===== src/rtl/cpu_test_monitor_if.sv =====
`default_nettype none
// ============================================================================
// Module      : cpu_test_monitor_if
// Description : Snoop bundle carrying the CPU output bus and the CPU status
//               signals watched by cpu_test_monitor.
//               master - CPU side, drives every signal
//               slave  - monitor side, observes every signal
// Signals     : bus_address   [31:0] CPU output bus address
//               bus_data      [31:0] CPU output bus write data
//               bus_DV               CPU bus request valid
//               write_notread        1 = write, 0 = read
//               state         [31:0] CPU FSM state, 0 = fetch
//               PC            [31:0] CPU program counter
//               instruction   [31:0] instruction currently executing
// Revision    : 1.0 - initial release
// ============================================================================
interface cpu_test_monitor_if;
  logic [31:0] bus_address;
  logic [31:0] bus_data;
  logic        bus_DV;
  logic        write_notread;
  logic [31:0] state;
  logic [31:0] PC;
  logic [31:0] instruction;

  modport master (
    output bus_address,
    output bus_data,
    output bus_DV,
    output write_notread,
    output state,
    output PC,
    output instruction
  );

  modport slave (
    input bus_address,
    input bus_data,
    input bus_DV,
    input write_notread,
    input state,
    input PC,
    input instruction
  );
endinterface
`default_nettype wire


===== src/rtl/cpu_test_monitor.sv =====
`default_nettype none
// ============================================================================
// Module      : cpu_test_monitor
// Description : Snoops the CPU bus and status signals. Collects per-test
//               pass/fail results written to a mailbox address, detects the
//               halt instruction, runs a cycle watchdog and optionally keeps
//               a ring of PCs recorded on every entry into fetch.
// Option      : define CPU_TEST_MONITOR_TRACE_EN to build the PC trace ring;
//               otherwise o_trace_pc / o_trace_count are tied to 0.
// Ports       : i_clk          clock
//               i_rst_n        synchronous active-low reset
//               bus            snooped CPU bus / status (slave modport)
//               i_trace_idx    trace read index, 0 = most recent entry
//               o_test_pass    per-test pass bitmap
//               o_test_fail    per-test fail bitmap
//               o_bad_index    sticky, mailbox index out of range seen
//               o_running      monitor in RUN
//               o_done         halt instruction seen
//               o_timeout      watchdog fired
//               o_all_pass     done, expected tests passed, nothing failed
//               o_cycles       RUN cycle count (saturating)
//               o_halt_pc      PC captured on the halt
//               o_trace_pc     trace read data (1-cycle latency)
//               o_trace_count  number of valid trace entries
// Revision    : 1.0 - initial release
// ============================================================================
module cpu_test_monitor #(
  parameter int                  NUM_TESTS      = 64,
  parameter logic [31:0]         MAILBOX_ADDR   = 32'hFFFF_0100,
  parameter logic [31:0]         HALT_WORD      = 32'd255,
  parameter int                  TIMEOUT_CYCLES = 1_000_000,
  parameter int                  CYCLE_W        = 32,
  parameter logic [NUM_TESTS-1:0] EXPECT_MASK   = '1,
  parameter int                  TRACE_DEPTH    = 16
) (
  input  wire logic                            i_clk,
  input  wire logic                            i_rst_n,
  cpu_test_monitor_if.slave                    bus,
  input  wire logic [$clog2(TRACE_DEPTH)-1:0]  i_trace_idx,
  output logic      [NUM_TESTS-1:0]            o_test_pass,
  output logic      [NUM_TESTS-1:0]            o_test_fail,
  output logic                                 o_bad_index,
  output logic                                 o_running,
  output logic                                 o_done,
  output logic                                 o_timeout,
  output logic                                 o_all_pass,
  output logic      [CYCLE_W-1:0]              o_cycles,
  output logic      [31:0]                     o_halt_pc,
  output logic      [31:0]                     o_trace_pc,
  output logic      [$clog2(TRACE_DEPTH):0]    o_trace_count
);

  localparam int                 c_IDX_W        = $clog2(TRACE_DEPTH);
  localparam int                 c_CNT_W        = c_IDX_W + 1;
  localparam logic [CYCLE_W-1:0] c_CYC_MAX      = '1;
  // The watchdog fires on the edge where the count already reads T-1, which
  // is exactly TIMEOUT_CYCLES edges after the edge that entered RUN.
  localparam logic [CYCLE_W-1:0] c_TIMEOUT_LAST = CYCLE_W'(TIMEOUT_CYCLES - 1);

  typedef enum logic [1:0] {
    S_IDLE    = 2'd0,
    S_RUN     = 2'd1,
    S_DONE    = 2'd2,
    S_TIMEOUT = 2'd3
  } state_t;

  state_t               r_state;
  logic [NUM_TESTS-1:0] r_pass;
  logic [NUM_TESTS-1:0] r_fail;
  logic                 r_bad_index;
  logic                 r_running;
  logic                 r_done;
  logic                 r_timeout;
  logic [CYCLE_W-1:0]   r_cycles;
  logic [31:0]          r_halt_pc;

  logic                 w_active;
  logic                 w_mbox_wr;
  logic [15:0]          w_idx;
  logic                 w_idx_ok;
  logic                 w_is_pass;
  logic                 w_halt;
  logic [NUM_TESTS-1:0] w_sel;

  // Results are only accepted before the run has reached a terminal state.
  assign w_active  = (r_state == S_IDLE) || (r_state == S_RUN);
  assign w_mbox_wr = bus.bus_DV && bus.write_notread &&
                     (bus.bus_address == MAILBOX_ADDR) && w_active;
  assign w_idx     = bus.bus_data[15:0];
  assign w_is_pass = bus.bus_data[31];
  assign w_idx_ok  = ({16'd0, w_idx} < 32'(NUM_TESTS));
  assign w_halt    = (bus.instruction == HALT_WORD);

  // One-hot select of the reported test; all zero for out-of-range indices.
  always_comb begin
    w_sel = '0;
    for (int t = 0; t < NUM_TESTS; t++) begin
      w_sel[t] = (w_idx == 16'(t));
    end
  end

  always_ff @(posedge i_clk) begin
    if (!i_rst_n) begin
      r_state     <= S_IDLE;
      r_pass      <= '0;
      r_fail      <= '0;
      r_bad_index <= 1'b0;
      r_running   <= 1'b0;
      r_done      <= 1'b0;
      r_timeout   <= 1'b0;
      r_cycles    <= '0;
      r_halt_pc   <= '0;
    end else begin
      if (w_mbox_wr) begin
        if (w_idx_ok) begin
          if (w_is_pass) begin
            r_pass <= r_pass | w_sel;
            r_fail <= r_fail & ~w_sel;
          end else begin
            r_fail <= r_fail | w_sel;
            r_pass <= r_pass & ~w_sel;
          end
        end else begin
          r_bad_index <= 1'b1;
        end
      end

      case (r_state)
        S_IDLE: begin
          if (bus.bus_DV) begin
            r_state   <= S_RUN;
            r_running <= 1'b1;
          end
        end
        S_RUN: begin
          // Every cycle spent in RUN is counted, including the one that
          // leaves it; the count then stays frozen.
          if (r_cycles != c_CYC_MAX) begin
            r_cycles <= r_cycles + 1'b1;
          end
          // Halt has priority over a watchdog expiring on the same edge.
          if (w_halt) begin
            r_state   <= S_DONE;
            r_running <= 1'b0;
            r_done    <= 1'b1;
            r_halt_pc <= bus.PC;
          end else if (r_cycles == c_TIMEOUT_LAST) begin
            r_state   <= S_TIMEOUT;
            r_running <= 1'b0;
            r_timeout <= 1'b1;
          end
        end
        default: begin
        end
      endcase
    end
  end

  assign o_test_pass = r_pass;
  assign o_test_fail = r_fail;
  assign o_bad_index = r_bad_index;
  assign o_running   = r_running;
  assign o_done      = r_done;
  assign o_timeout   = r_timeout;
  assign o_cycles    = r_cycles;
  assign o_halt_pc   = r_halt_pc;
  assign o_all_pass  = r_done && ((r_pass & EXPECT_MASK) == EXPECT_MASK) &&
                       (r_fail == '0);

`ifdef CPU_TEST_MONITOR_TRACE_EN
  logic [31:0]        r_trace_mem [TRACE_DEPTH];
  logic [c_IDX_W-1:0] r_wptr;
  logic [c_CNT_W-1:0] r_tcount;
  logic               r_last_nz;
  logic [31:0]        r_trace_pc;

  logic               w_fetch_entry;
  logic [c_IDX_W-1:0] w_rd_ptr;
  logic               w_rd_valid;

  // A fetch entry is the first cycle of state 0 after any non-fetch state.
  assign w_fetch_entry = (r_state == S_RUN) && (bus.state == 32'd0) && r_last_nz;
  // Pointer arithmetic wraps naturally at the power-of-two depth.
  assign w_rd_ptr      = r_wptr - c_IDX_W'(1) - i_trace_idx;
  assign w_rd_valid    = ({1'b0, i_trace_idx} < r_tcount);

  always_ff @(posedge i_clk) begin
    if (!i_rst_n) begin
      r_wptr     <= '0;
      r_tcount   <= '0;
      r_last_nz  <= 1'b0;
      r_trace_pc <= '0;
    end else begin
      r_last_nz <= (bus.state != 32'd0);
      if (w_fetch_entry) begin
        r_wptr <= r_wptr + 1'b1;
        if (r_tcount != c_CNT_W'(TRACE_DEPTH)) begin
          r_tcount <= r_tcount + 1'b1;
        end
      end
      r_trace_pc <= w_rd_valid ? r_trace_mem[w_rd_ptr] : 32'd0;
    end
  end

  // Storage is not reset: unwritten slots are masked by the entry count.
  always_ff @(posedge i_clk) begin
    if (i_rst_n && w_fetch_entry) begin
      r_trace_mem[r_wptr] <= bus.PC;
    end
  end

  assign o_trace_pc    = r_trace_pc;
  assign o_trace_count = r_tcount;

  logic w_unused_bits;
  assign w_unused_bits = ^bus.bus_data[30:16];
`else
  assign o_trace_pc    = '0;
  assign o_trace_count = '0;

  logic w_unused_bits;
  assign w_unused_bits = ^{bus.bus_data[30:16], bus.state, i_trace_idx};
`endif

endmodule
`default_nettype wire


===== src/flat_wrapper.sv =====
// flat-port wrapper written by rule: the top's interface ports become plain ports
module cpu_test_monitor_flat 
#(
  parameter int                  NUM_TESTS      = 64,
  parameter logic [31:0]         MAILBOX_ADDR   = 32'hFFFF_0100,
  parameter logic [31:0]         HALT_WORD      = 32'd255,
  parameter int                  TIMEOUT_CYCLES = 1_000_000,
  parameter int                  CYCLE_W        = 32,
  parameter logic [NUM_TESTS-1:0] EXPECT_MASK   = '1,
  parameter int                  TRACE_DEPTH    = 16
)
  (i_clk, i_rst_n, i_trace_idx, o_test_pass, o_test_fail, o_bad_index, o_running, o_done, o_timeout, o_all_pass, o_cycles, o_halt_pc, o_trace_pc, o_trace_count, bus_bus_address, bus_bus_data, bus_bus_DV, bus_write_notread, bus_state, bus_PC, bus_instruction);
  cpu_test_monitor_if bus_i ();
  input  wire logic i_clk;
  input  wire logic i_rst_n;
  input  wire logic [$clog2(TRACE_DEPTH)-1:0] i_trace_idx;
  output logic      [NUM_TESTS-1:0] o_test_pass;
  output logic      [NUM_TESTS-1:0] o_test_fail;
  output logic o_bad_index;
  output logic o_running;
  output logic o_done;
  output logic o_timeout;
  output logic o_all_pass;
  output logic      [CYCLE_W-1:0] o_cycles;
  output logic      [31:0] o_halt_pc;
  output logic      [31:0] o_trace_pc;
  output logic      [$clog2(TRACE_DEPTH):0] o_trace_count;
  input wire logic [$bits(bus_i.bus_address)-1:0] bus_bus_address;
  input wire logic [$bits(bus_i.bus_data)-1:0] bus_bus_data;
  input wire logic [$bits(bus_i.bus_DV)-1:0] bus_bus_DV;
  input wire logic [$bits(bus_i.write_notread)-1:0] bus_write_notread;
  input wire logic [$bits(bus_i.state)-1:0] bus_state;
  input wire logic [$bits(bus_i.PC)-1:0] bus_PC;
  input wire logic [$bits(bus_i.instruction)-1:0] bus_instruction;
  assign bus_i.bus_address = bus_bus_address;
  assign bus_i.bus_data = bus_bus_data;
  assign bus_i.bus_DV = bus_bus_DV;
  assign bus_i.write_notread = bus_write_notread;
  assign bus_i.state = bus_state;
  assign bus_i.PC = bus_PC;
  assign bus_i.instruction = bus_instruction;
  cpu_test_monitor #(.NUM_TESTS(NUM_TESTS), .MAILBOX_ADDR(MAILBOX_ADDR), .HALT_WORD(HALT_WORD), .TIMEOUT_CYCLES(TIMEOUT_CYCLES), .CYCLE_W(CYCLE_W), .EXPECT_MASK(EXPECT_MASK), .TRACE_DEPTH(TRACE_DEPTH)) u_core (.i_clk(i_clk), .i_rst_n(i_rst_n), .bus(bus_i), .i_trace_idx(i_trace_idx), .o_test_pass(o_test_pass), .o_test_fail(o_test_fail), .o_bad_index(o_bad_index), .o_running(o_running), .o_done(o_done), .o_timeout(o_timeout), .o_all_pass(o_all_pass), .o_cycles(o_cycles), .o_halt_pc(o_halt_pc), .o_trace_pc(o_trace_pc), .o_trace_count(o_trace_count));
endmodule

===== config.mk =====
export PLATFORM = sky130hd
export DESIGN_NAME = cpu_test_monitor_flat
export DESIGN_NICKNAME = d
export VERILOG_FILES = /design/src/rtl/cpu_test_monitor_if.sv /design/src/rtl/cpu_test_monitor.sv /design/src/flat_wrapper.sv
export SDC_FILE = /design/constraint.sdc
export NUM_CORES = 1
export LEC_CHECK = 0
export BUFFER_PORTS_ARGS = -buffer_cell sky130_fd_sc_hd__buf_2
export CELL_PAD_IN_SITES_DETAIL_PLACEMENT = 1
export CELL_PAD_IN_SITES_GLOBAL_PLACEMENT = 1
export CORE_AREA = 5 5 163 165
export DETAILED_ROUTE_END_ITERATION = 10
export DIE_AREA = 0 0 168 170
export GPL_TIMING_DRIVEN = 0
export PLACE_DENSITY = 0.91
export SYNTH_ARGS = -nofsm -noshare
export SYNTH_HDL_FRONTEND = slang
export SYNTH_SLANG_ARGS = --single-unit

===== constraint.sdc =====
create_clock -name i_clk -period 3.3 [get_ports i_clk]
set_input_delay 0.165 -clock i_clk [delete_from_list [all_inputs] [get_ports i_clk]]
set_output_delay 0.165 -clock i_clk [all_outputs]
set_load 0.05 [all_outputs]

==> results.md <==
* Rel. slew slack at 26.1%
* Final setup margin at 0.0953 ns
* Post-layout util at 48.3%
* Post-synth EDFFs at 0
* Hold WC Path Type: input pin to register
* CTS tree: done
* Yosys reg bits at 198
* Remaining global-route overflow at 0
* Max Buffers Root-to-Sink at 2
* Dpl ws at 0.172 ns
* Synth Warn # at 0
* Layout net count at between 1500 and 2000
* Synth Flop Type: dfxtp_1
* Maxcap violations at 0
* CTS buffer count at 17
* Metal-1 WL at about 14000 um
* Crit end category: output port
* Die Ht at 170 um
* Worst hold slack at between 0.02 and 0.025 ns
* Multiplexer share of the synthesized area at between 10% and 20%
* Slew Limit Fails at 0
* Fin Setup TNS at 0 ns
* Per-cell routed wire length at 21.8 um
* First-pass GRT wire length at 57100 um
* IO buf count at about 310
* Commonest non-fill, non-tap cell in the layout: buf_2
* Min cycle time layout at approximately 3.2 ns
* Syn_area_per_cell at between 9 and 10 um^2
* Vias at 9588
* Most frequent cells in the layout: buf_2, dfxtp_1, mux2i_1
* Peak supply drop at 268 uV
* Gr usage total at approximately a quarter
* Cell Pwr Density at ~410 nW/um^2
* Largest family of logic cells by synthesized area: simple AND/OR/NAND/NOR gates
* CTS H-tree lvls at 4
* Top layer in use: met5
* Sequential share of the synthesized area at ~44%
* Final Skew at roughly 0.011 ns
* Initial antenna violation count at 5
* Placed cell area at around 11000 um^2
* Post-route DRC at 0
* Fraction of synthesized cell area in xor and xnor cells at less than 1%
* Required @ worst endpoint at between 3 and 4 ns
* Non-Filler Instances at roughly 1700
* CTS sink count at just under 200
* Final ANT Viol Nets at 0
* Final Hold Vio Count at 0
* Synth Area in Simple Gates at between 20% and 30%
* GP Congestion at approximately 0.94
* Initial Utilization at 36.2%
* First-pass detailed-route iteration total at 6
* CP Max Fanout at 3
* Vias per cell at 5.51
* Post-synthesis instance total at roughly 1000
* Worst Setup Start Kind: register
* Overall Power at slightly below 5 mW
* Placed Instances at around 1700
* DIE WIDTH at 168 um
* Status: completed
* Detailed Route WL at 37900 um
* Layout cells sized above 1 at between 20% and 30%
* DR WL met2 at about 19000 um
* Vias in the first global route at a little under 10000
* Adder-Cell Fraction of Synth Area at 0.139%
* Num rows at 58
* CTS Root Cell: clkbuf_16
* Postcts setup bufs at 0
* Mapped cell area at between 9000 and 10000 um^2
* F_max at ~310 MHz
* Netlist cell types at 46
* Metal3 WL at 3090 um
* Clock transition at path regs at roughly 0.07 ns
* Slew at the pin with the worst max-slew slack at 1.10 ns
* Die Area at 28600 um^2
* Final setup fails at 0
* Io pins at around 400
* Cell area after layout at approximately 12000 um^2
* Complex-gate fraction of the synthesized area at under 10%
* Clk_lat worst skew at approximately 0.44 ns
* Worst Setup Path Type: register to output port
* 1st-iter DRT viols at roughly 900
* Core area at between 20000 and 25000 um^2
* Async SR Flop Fraction at 0%
* HPWL after DPL at between 20000 and 30000 um
* Pin count of the biggest net entering global routing at 19
* WP data arrival at between 3 and 4 ns
* RSZ-0062 raised after global routing: no
* Area Overhead vs Synth at 33.5%
* P_leak at 5.40 nW
* Final period util at a little over nine tenths
==> power breakdown <==
group | switching (mW) | total [mW] | internal, mW
clock network | 1.03 | 2.14 | 1.12
registers | 0.00635 | 2.40 | 2.39
logic | 0.291 | 0.429 | 0.139
total | 1.32 | 4.97 | 3.65
==> synthesized netlist by cell type (all sizes together) (14+ instances only) <==
cell type  count  area share [%]
nor3          23             1.4
dfxtp        198              44
clkbuf        52             2.2
nand4         70             4.9
mux2i        167              19
or3           16             1.1
nand2        161             6.7
or4           20             1.8
o21ai         14            0.78
nand2b        15             1.0
nor2          56             2.3
buf           48             4.0
nand3         25             1.4
a21oi         23             1.3
nor4          54             3.8
==> routing by layer <==
metal / vias to the layer above / GRT usage [%]
li1: 4336 / -
met1: 4671 / 29.2
met2: 457 / 44.1
met3: 118 / 6.39
met4: 6 / 12.0
met5: - / 0
==> path summary, 6_finish.rpt <==
path	startpoint	end	slack (ns)	cells after the start
max	register	o_all_pass	0.1	5
min	bus_PC[31]	u_core.o_halt_pc[31]	0.02	3
min reg2reg	register	register	0.48	2
max reg2reg	u_core.r_state[1]	register	0.14	6
==> what timing repair did <==
item	in CTS	in global routing
resized for setup	0	2
endpoints found under the hold margin	29	0
endpoints found under the setup margin	0	18
hold buffers	29	0
==> cell families after synthesis <==
logic type	count (synthesis)
compound gates	52
xor+xnor	4
fa+ha+maj	1
buf+inv	105
flops	198
mux	167
other cells	1
simple gates	469
==> critical path: stages (launching register included) <==
cell and delay (ns):
dfxtp_1 0.47, or4b_2 0.68, nor4_2 0.42, nand4_1 0.18, nor4_1 0.49, buf_2 0.36
==> final cells by class <==
type | instances | area (um^2)
fillers | 3042 | 12900
multi-input cells | 730 | 4620
flip-flops and latches | 198 | 3960
repair buffers | 341 | 1850
plain buffers | 100 | 558
clock buffers | 20 | 457
well taps | 330 | 413
clock inverters | 11 | 134
inverters | 5 | 18.8
diodes | 4 | 10.0
(Power assumes the default switching activity.)
